## src/rtl/spi_boot_loader.sv

```systemverilog
// SPI (mode 3, MSB first) boot download receiver that turns each received byte
// into a handshaked SRAM write, starting at BOOT_START_ADDR.
module spi_boot_loader #(
    parameter logic [17:0] BOOT_START_ADDR = 18'h0C000,
    parameter logic [17:0] BOOT_END_ADDR   = 18'h0FFFF
) (
    input  logic        clk,
    input  logic        reset,
    input  logic        arm_ss,
    input  logic        arm_sclk,
    input  logic        arm_mosi,
    output logic        wr_req,
    output logic [17:0] wr_addr,
    output logic [7:0]  wr_data,
    input  logic        wr_ack,
    output logic        booting,
    output logic        overflow,
    output logic        range_err
);

    typedef enum logic [1:0] {IDLE, RECV, DRAIN, DONE} state_t;

    state_t      state_q, state_d;
    logic [2:0]  ss_sync_q, ss_sync_d;
    logic [2:0]  sclk_sync_q, sclk_sync_d;
    logic [1:0]  mosi_sync_q, mosi_sync_d;
    logic [2:0]  bitcnt_q, bitcnt_d;
    logic [7:0]  sr_q, sr_d;
    logic        wr_req_q, wr_req_d;
    logic [17:0] wr_addr_q, wr_addr_d;
    logic [7:0]  wr_data_q, wr_data_d;
    logic        overflow_q, overflow_d;
    logic        range_err_q, range_err_d;
    logic        exhausted_q, exhausted_d;

    logic        ss_fall, ss_rise, sclk_rise, shift_en, byte_done;
    logic [7:0]  new_byte;

    always_comb begin
        ss_sync_d   = {ss_sync_q[1:0], arm_ss};
        sclk_sync_d = {sclk_sync_q[1:0], arm_sclk};
        mosi_sync_d = {mosi_sync_q[0], arm_mosi};
    end

    // Stage 2 is the synchronised level, stage 3 its previous value.
    assign ss_fall   = ss_sync_q[2] & ~ss_sync_q[1];
    assign ss_rise   = ~ss_sync_q[2] & ss_sync_q[1];
    assign sclk_rise = ~sclk_sync_q[2] & sclk_sync_q[1];
    // Qualifying with the older ss sample keeps a bit that lands with the ss rise.
    assign shift_en  = (state_q == RECV) && sclk_rise && !ss_sync_q[2];
    assign byte_done = shift_en && (bitcnt_q == 3'd7);
    assign new_byte  = {sr_q[6:0], mosi_sync_q[1]};

    always_comb begin
        state_d     = state_q;
        bitcnt_d    = bitcnt_q;
        sr_d        = sr_q;
        wr_req_d    = wr_req_q;
        wr_addr_d   = wr_addr_q;
        wr_data_d   = wr_data_q;
        overflow_d  = overflow_q;
        range_err_d = range_err_q;
        exhausted_d = exhausted_q;

        // An ack retires the pending write before any new byte is considered.
        if (wr_ack && wr_req_q) begin
            wr_req_d = 1'b0;
            if (wr_addr_q == BOOT_END_ADDR) begin
                exhausted_d = 1'b1;
            end else begin
                wr_addr_d = wr_addr_q + 18'd1;
            end
        end

        case (state_q)
            IDLE, DONE: begin
                if (ss_fall) begin
                    state_d     = RECV;
                    bitcnt_d    = 3'd0;
                    wr_addr_d   = BOOT_START_ADDR;
                    exhausted_d = 1'b0;
                end
            end
            RECV: begin
                if (shift_en) begin
                    sr_d     = new_byte;
                    bitcnt_d = bitcnt_q + 3'd1;
                end
                if (byte_done) begin
                    if (exhausted_d) begin
                        range_err_d = 1'b1;
                    end else if (wr_req_d) begin
                        overflow_d = 1'b1;
                    end else begin
                        wr_data_d = new_byte;
                        wr_req_d  = 1'b1;
                    end
                end
                if (ss_rise) begin
                    state_d  = DRAIN;
                    bitcnt_d = 3'd0;
                end
            end
            DRAIN: begin
                if (!wr_req_q) begin
                    state_d = DONE;
                end
            end
            default: state_d = IDLE;
        endcase
    end

    always_ff @(posedge clk) begin
        if (reset) begin
            state_q     <= IDLE;
            ss_sync_q   <= 3'b111;
            sclk_sync_q <= 3'b111;
            mosi_sync_q <= 2'b00;
            bitcnt_q    <= 3'd0;
            sr_q        <= 8'h00;
            wr_req_q    <= 1'b0;
            wr_addr_q   <= BOOT_START_ADDR;
            wr_data_q   <= 8'h00;
            overflow_q  <= 1'b0;
            range_err_q <= 1'b0;
            exhausted_q <= 1'b0;
        end else begin
            state_q     <= state_d;
            ss_sync_q   <= ss_sync_d;
            sclk_sync_q <= sclk_sync_d;
            mosi_sync_q <= mosi_sync_d;
            bitcnt_q    <= bitcnt_d;
            sr_q        <= sr_d;
            wr_req_q    <= wr_req_d;
            wr_addr_q   <= wr_addr_d;
            wr_data_q   <= wr_data_d;
            overflow_q  <= overflow_d;
            range_err_q <= range_err_d;
            exhausted_q <= exhausted_d;
        end
    end

    assign wr_req    = wr_req_q;
    assign wr_addr   = wr_addr_q;
    assign wr_data   = wr_data_q;
    assign booting   = (state_q != DONE);
    assign overflow  = overflow_q;
    assign range_err = range_err_q;

endmodule

```

## config.mk

```make
export PLATFORM = sky130hd
export DESIGN_NAME = spi_boot_loader
export DESIGN_NICKNAME = d
export VERILOG_FILES = /design/src/rtl/spi_boot_loader.sv
export SDC_FILE = /design/constraint.sdc
export NUM_CORES = 1
export LEC_CHECK = 0
export BUFFER_PORTS_ARGS = -buffer_cell sky130_fd_sc_hd__buf_4
export CAP_MARGIN = 20
export CORE_MARGIN = 8
export CORE_UTILIZATION = 30
export DETAILED_ROUTE_END_ITERATION = 16
export REMOVE_ABC_BUFFERS = 1
export SKIP_CTS_REPAIR_TIMING = 1
export SYNTH_ARGS = -nofsm -noshare
export SYNTH_HDL_FRONTEND = slang
export SYNTH_SLANG_ARGS = --single-unit
```

## constraint.sdc

```tcl
create_clock -name clk -period 2.6 [get_ports clk]
set_input_delay 0.26 -clock clk [delete_from_list [all_inputs] [get_ports clk]]
set_output_delay 0.26 -clock clk [all_outputs]
set_load 0.05 [all_outputs]
```

### After elaboration in Yosys (flattened, before gate mapping)

Index checks and enable logic that the tools add are counted.

* register bits: 50
* input port bits: 6
* output and inout bits: 30
* logic and storage cells: 66

* add/subtract/negate cells: 2
* eq/ne operators: 10
* muxes and demuxes: 20
* bitwise logic cells: 8
* reduce and logical (&&, ||, !) cells: 14

Operator list (count)
* 18-bit 2-to-1 mux: 4
* 18-bit by 1-bit adder with 18-bit output, second input constant: 1
* 18-bit by 16-bit == test with 1-bit output, second input constant: 1
* 3-bit 2-to-1 mux: 3
* 3-bit AND reduction: 3
* 1-bit 2-to-1 mux: 8
* 2-bit != test, second input constant: 4
* 4-bit AND reduction: 2
* 2-bit 2-to-1 mux: 3
* 2-bit case mux with 3 select lines: 1
* 3-bit case mux with 2 select lines: 1
* 1-bit NOT: 5
* 2-bit == test, second input constant: 2
* 1-bit logical AND: 4
* 3-bit by 1-bit adder with 3-bit output, second input constant: 1
* 1-bit AND: 3
* 3-bit == test, second input constant: 1
* 3-bit != test, second input constant: 1
* 2-bit by 1-bit == test with 1-bit output, second input constant: 1
* 2-bit zero test: 1
* 2-bit AND reduction: 1
* 2-bit nonzero test: 1
* 2-bit OR reduction: 1
* 1-bit zero test: 1

### Depth between registers and ports, before layout

* depth after elaboration: 7
* mapped depth: 8
* mapped depth without buffers: 6

### Least setup slack after synthesis

OpenSTA, ideal clock, no wires.

* path kind: reg2reg
* from: register wr_addr_q[5] (netlist: wr_addr[5])
* to: register wr_addr_q[13] (netlist: wr_addr[13])
* setup time: 0.071 ns
* arrival time: 2.097 ns
* data required time: 2.529 ns
* setup slack: 0.432 ns
* cell stages (with the launch flop): 6
* path buffers: 1
* period minus slack after synthesis: 2.168 ns
* cells stage by stage: dfxtp_1 -> nand4_1 -> or4_1 -> buf_2 -> or4_1 -> a21oi_1

* longest elaborated chain between the ends: 5
* elaborated cells between the ends (all ways): 6
* those cells by class: add/sub (1); eq/ne (1); mux (4)

RTL lines
* start, declared: RTL line 30 `logic [17:0] wr_addr_q, wr_addr_d;`
* start signal, assigned: RTL line 135 `wr_addr_q <= wr_addr_d;`
* 18-bit by 1-bit adder with 18-bit output or 18-bit by 16-bit == test with 1-bit output (tied branches): RTL line 71, 68
* 18-bit 2-to-1 mux (*): RTL line 68 `if (wr_addr_q == BOOT_END_ADDR) begin`
* 18-bit 2-to-1 mux (*): RTL line 66 `if (wr_ack && wr_req_q) begin`
* 18-bit 2-to-1 mux: RTL line 77 `if (ss_fall) begin`
* 18-bit 2-to-1 mux (*): RTL line 75 `case (state_q)`

Mark *: on every way between the ends. The rest lies on a longest branch, timed or not.
A chain may end at the register's enable or synchronous reset.

### Worst setup path after layout

* from: register state_q[1]
* to: register wr_data_q[2] (netlist: wr_data[2])

* longest elaborated chain between the ends: 5

RTL lines
* start, declared: RTL line 23 `state_t state_q, state_d;`
* start signal, assigned: RTL line 128 `state_q <= state_d;`
* 2-bit by 1-bit == test with 1-bit output (*): RTL line 50, 75
* 1-bit logical AND (2 in a row): RTL line 50 `assign shift_en = (state_q == RECV) && sclk_rise && !ss_sync_q[2];`
* 1-bit logical AND: RTL line 51 `assign byte_done = shift_en && (bitcnt_q == 3'd7);`
* 4-bit AND reduction (no source line) (*)
* end signal, assigned: RTL line 136 `wr_data_q <= wr_data_d;`
* end, declared: RTL line 31 `logic [7:0] wr_data_q, wr_data_d;`

Marks and branches as above.

==> reports/results.txt <==
Pin count of the biggest net entering global routing = 28
Die height = 103 µm
Setup violators final = 0
Core Footprint = 7250 µm²
CTS sink cnt = 50
Synth Area in Simple Gates = 27.1%
Data arrival time of the critical path = 2.35 ns
Leakage power = 0.961 nW
Finished Core Util = 37.2%
Largest cells by area after synthesis = dfxtp_1 44%, nand2_1 8.5%, a21oi_1 5.3%, mux2i_1 4.9%, ha_1 3.3%
Cell Int Power = 1.03 mW
Max-Cap Viols = 0
Synth Flop Type = dfxtp_1
Slew margin rel. = 43.2%
Initial antenna violation count = 0
Nets = 302
Vias in the first global route = 1832
Fin crit share = 81.1%
Placed Area = 2620 µm²
Critical path data required time = 2.84 ns
Most common cell in the netlist = nand2_1
Post-Synth Adder-Cell Area = 3.34%
Min Tclk post-route = 2.11 ns
All-Layer GR Usage = 9.84%
Reg-to-reg endpoint = wr_data[2]
Startpoint Class = register
Compound-Gate Fraction of Synth Area = 16.7%
H-Tree Depth = 2
Clk Tree Root Cell = clkbuf_8
CTS Buf Count = 5
Synth Area in XOR/XNOR = 0%
Async SR Flop Fraction = 0%
Mux contribution to synthesized area = 4.89%
Clk buf depth = 2
Clk_skew = 0.00702 ns
Final hold vios = 0
Worst hold stages = 2
Final Max Tran Viols = 0
Post-synth EDFFs = 0
Synthesized area = 2250 µm²
Setup TNS = 0 ns
Fmax = 474 MHz
Die Area = 10500 µm²
Worst-path fanout max = 9
Worst-Margin Slew = 0.841 ns
PwrDens = 522 nW/µm²
Comb pwr share = 11.9%
Reg clk slew, reported paths = 0.09 ns
Worst hold endpoint = sclk_sync_q[0]
VDD IR max = 0.248 mV
Fin area = 2700 µm²
Crit path kind = register to register
Initial core utilization = 31.0%
Seq pwr share = 56.4%
DP Wirelength = 3630 µm
Routability cong. = 0.825
Worst skew pair latency = 0.30 ns
Post-Syn Instances = 255
CTS tree = built
First-pass GRT wire length = 8380 µm
Switching power = 376 µW
Vias = 1948
Sequential fraction of the synthesis area = 44.5%
Vias/cell = 4.99
Area Overhead vs Synth = 20.1%
Gr ovfl total = 0
Reg-to-Reg Start = state_q[1]
R2R setup slack = 0.49 ns
Yosys top cell area share = 44.5%
DR iter-0 viols = 43
Syn_area_per_cell = 8.82 µm²
Outcome = finished clean
Sw Ratio = 26.7%
Yosys top cell by area = dfxtp_1
WL per Instance = 12.9 µm
Inserted Diodes = 0
Synth cell count leaders = 51 x nand2_1, 50 x dfxtp_1, 24 x a21oi_1
CP startpoint = state_q[1]
Final worst slack = 0.492 ns
Largest family of logic cells by synthesized area = simple AND/OR/NAND/NOR gates
RSZ-0062 raised after global routing = no
Clock power share = 31.6%
Die X = 103 µm
Remaining DRCs = 0
Initial DRT Pass Iterations = 4
# IOs = 36
Hold_sp = arm_sclk
Pre-CTS WS = 0.464 ns
Final ANT Viol Nets = 0
Layout cells sized above 1 = 19.6%
Worst hold path class = input pin to register
Hold WS = 0.137 ns
Synth Register Bits = 50
WL final = 5040 µm
Yosys warning count = 0
Distinct cells, synth = 44
Number of core rows = 31
Worst Setup End Kind = register
Reg2Reg Depth = 7
Number of buffers added on ports = 35
[area by class of cell]
class	instances	area [µm²]
clock buffers	6	72.6
clock inverters	2	13.8
fillers	761	4550
inverters	7	26.3
multi-input cells	187	1170
flip-flops and latches	50	1000
well taps	99	124
repair buffers	39	293
[power groups by stage]
stage | sequential, mW | combinational, mW | clock (mW)
3_3_place_gp | 0.813 | 0.164 | 0
5_1_grt | 0.800 | 0.188 | 0.491
6_report | 0.796 | 0.168 | 0.446
2_1_floorplan | 0.812 | 0.120 | 0
4_1_cts | 0.796 | 0.170 | 0.470
3_5_place_dp | 0.814 | 0.171 | 0
[through the flow]
| step | total power [mW] | instances |
|---|---|---|
| detailed placement | 0.985 | 382 |
| floorplan | 0.932 | 244 |
| CTS | 1.44 | 390 |
| finish | 1.41 | 390 |
| global placement | 0.977 | 382 |
| global route | 1.48 | 390 |
[layer usage]
layer	GRT usage (%)	wire length [µm]	vias up
met2	16.3	2280	38
met4	3.39	59	0
met1	11.6	2370	903
met3	3.17	330	8
li1	-	-	999
met5	0	0	-
[placed cells by master (no fill, tap or decap), types with 2 or more instances in the layout]
cell type | synthesis | routed
nand2_1 | 51 | 51
dfxtp_1 | 50 | 50
buf_4 | 2 | 39
a21oi_1 | 24 | 24
mux2i_1 | 11 | 11
nor2_1 | 9 | 9
or2_2 | 7 | 7
nand4_1 | 7 | 7
or4_1 | 7 | 7
inv_1 | 6 | 6
nand3_1 | 6 | 6
ha_1 | 6 | 6
nor3_1 | 5 | 5
clkbuf_8 | 0 | 5
a211oi_1 | 4 | 4
nor2b_1 | 4 | 4
o31ai_1 | 4 | 4
o41ai_1 | 4 | 4
nand2b_1 | 3 | 3
o21ai_0 | 3 | 3
a2111o_1 | 3 | 3
o21ai_1 | 3 | 3
or3_1 | 3 | 3
and3_1 | 2 | 2
nand4b_1 | 2 | 2
nor4_1 | 2 | 2
o311ai_1 | 2 | 2
[cells by family after synthesis]
logic type	count (synthesis)
AND/OR/NAND/NOR	116
AO/OA/AOI/OAI	54
flip-flops	50
buffers and inverters	18
multiplexers	11
adder cells (fa/ha/maj)	6
[how the worst max path moves through the flow]
stage            endpoint
2_1_floorplan  wr_addr[5]
3_3_place_gp   wr_data[7]
3_5_place_dp   wr_data[5]
4_1_cts        wr_data[2]
5_1_grt        wr_data[7]
6_report       wr_data[2]
[flip-flops by register name, summed over array words and instances (netlist names)]
name	cells
wr_data	8
overflow	1
state_q	2
ss_sync_q	3
bitcnt_q	3
exhausted_q	1
range_err	1
sclk_sync_q	3
wr_addr	18
mosi_sync_q	2
sr_q	7
wr_req	1
[worst max-delay path, stage by stage (launching register included)]
cell       delay (ns)
dfxtp_1          0.34
inv_1            0.08
ha_1             0.30
and4bb_1         0.41
nand2_2          0.14
a2111oi_4        0.32
buf_4            0.24
mux2i_1          0.20
Note: power is estimated with default switching activity, not from simulation.
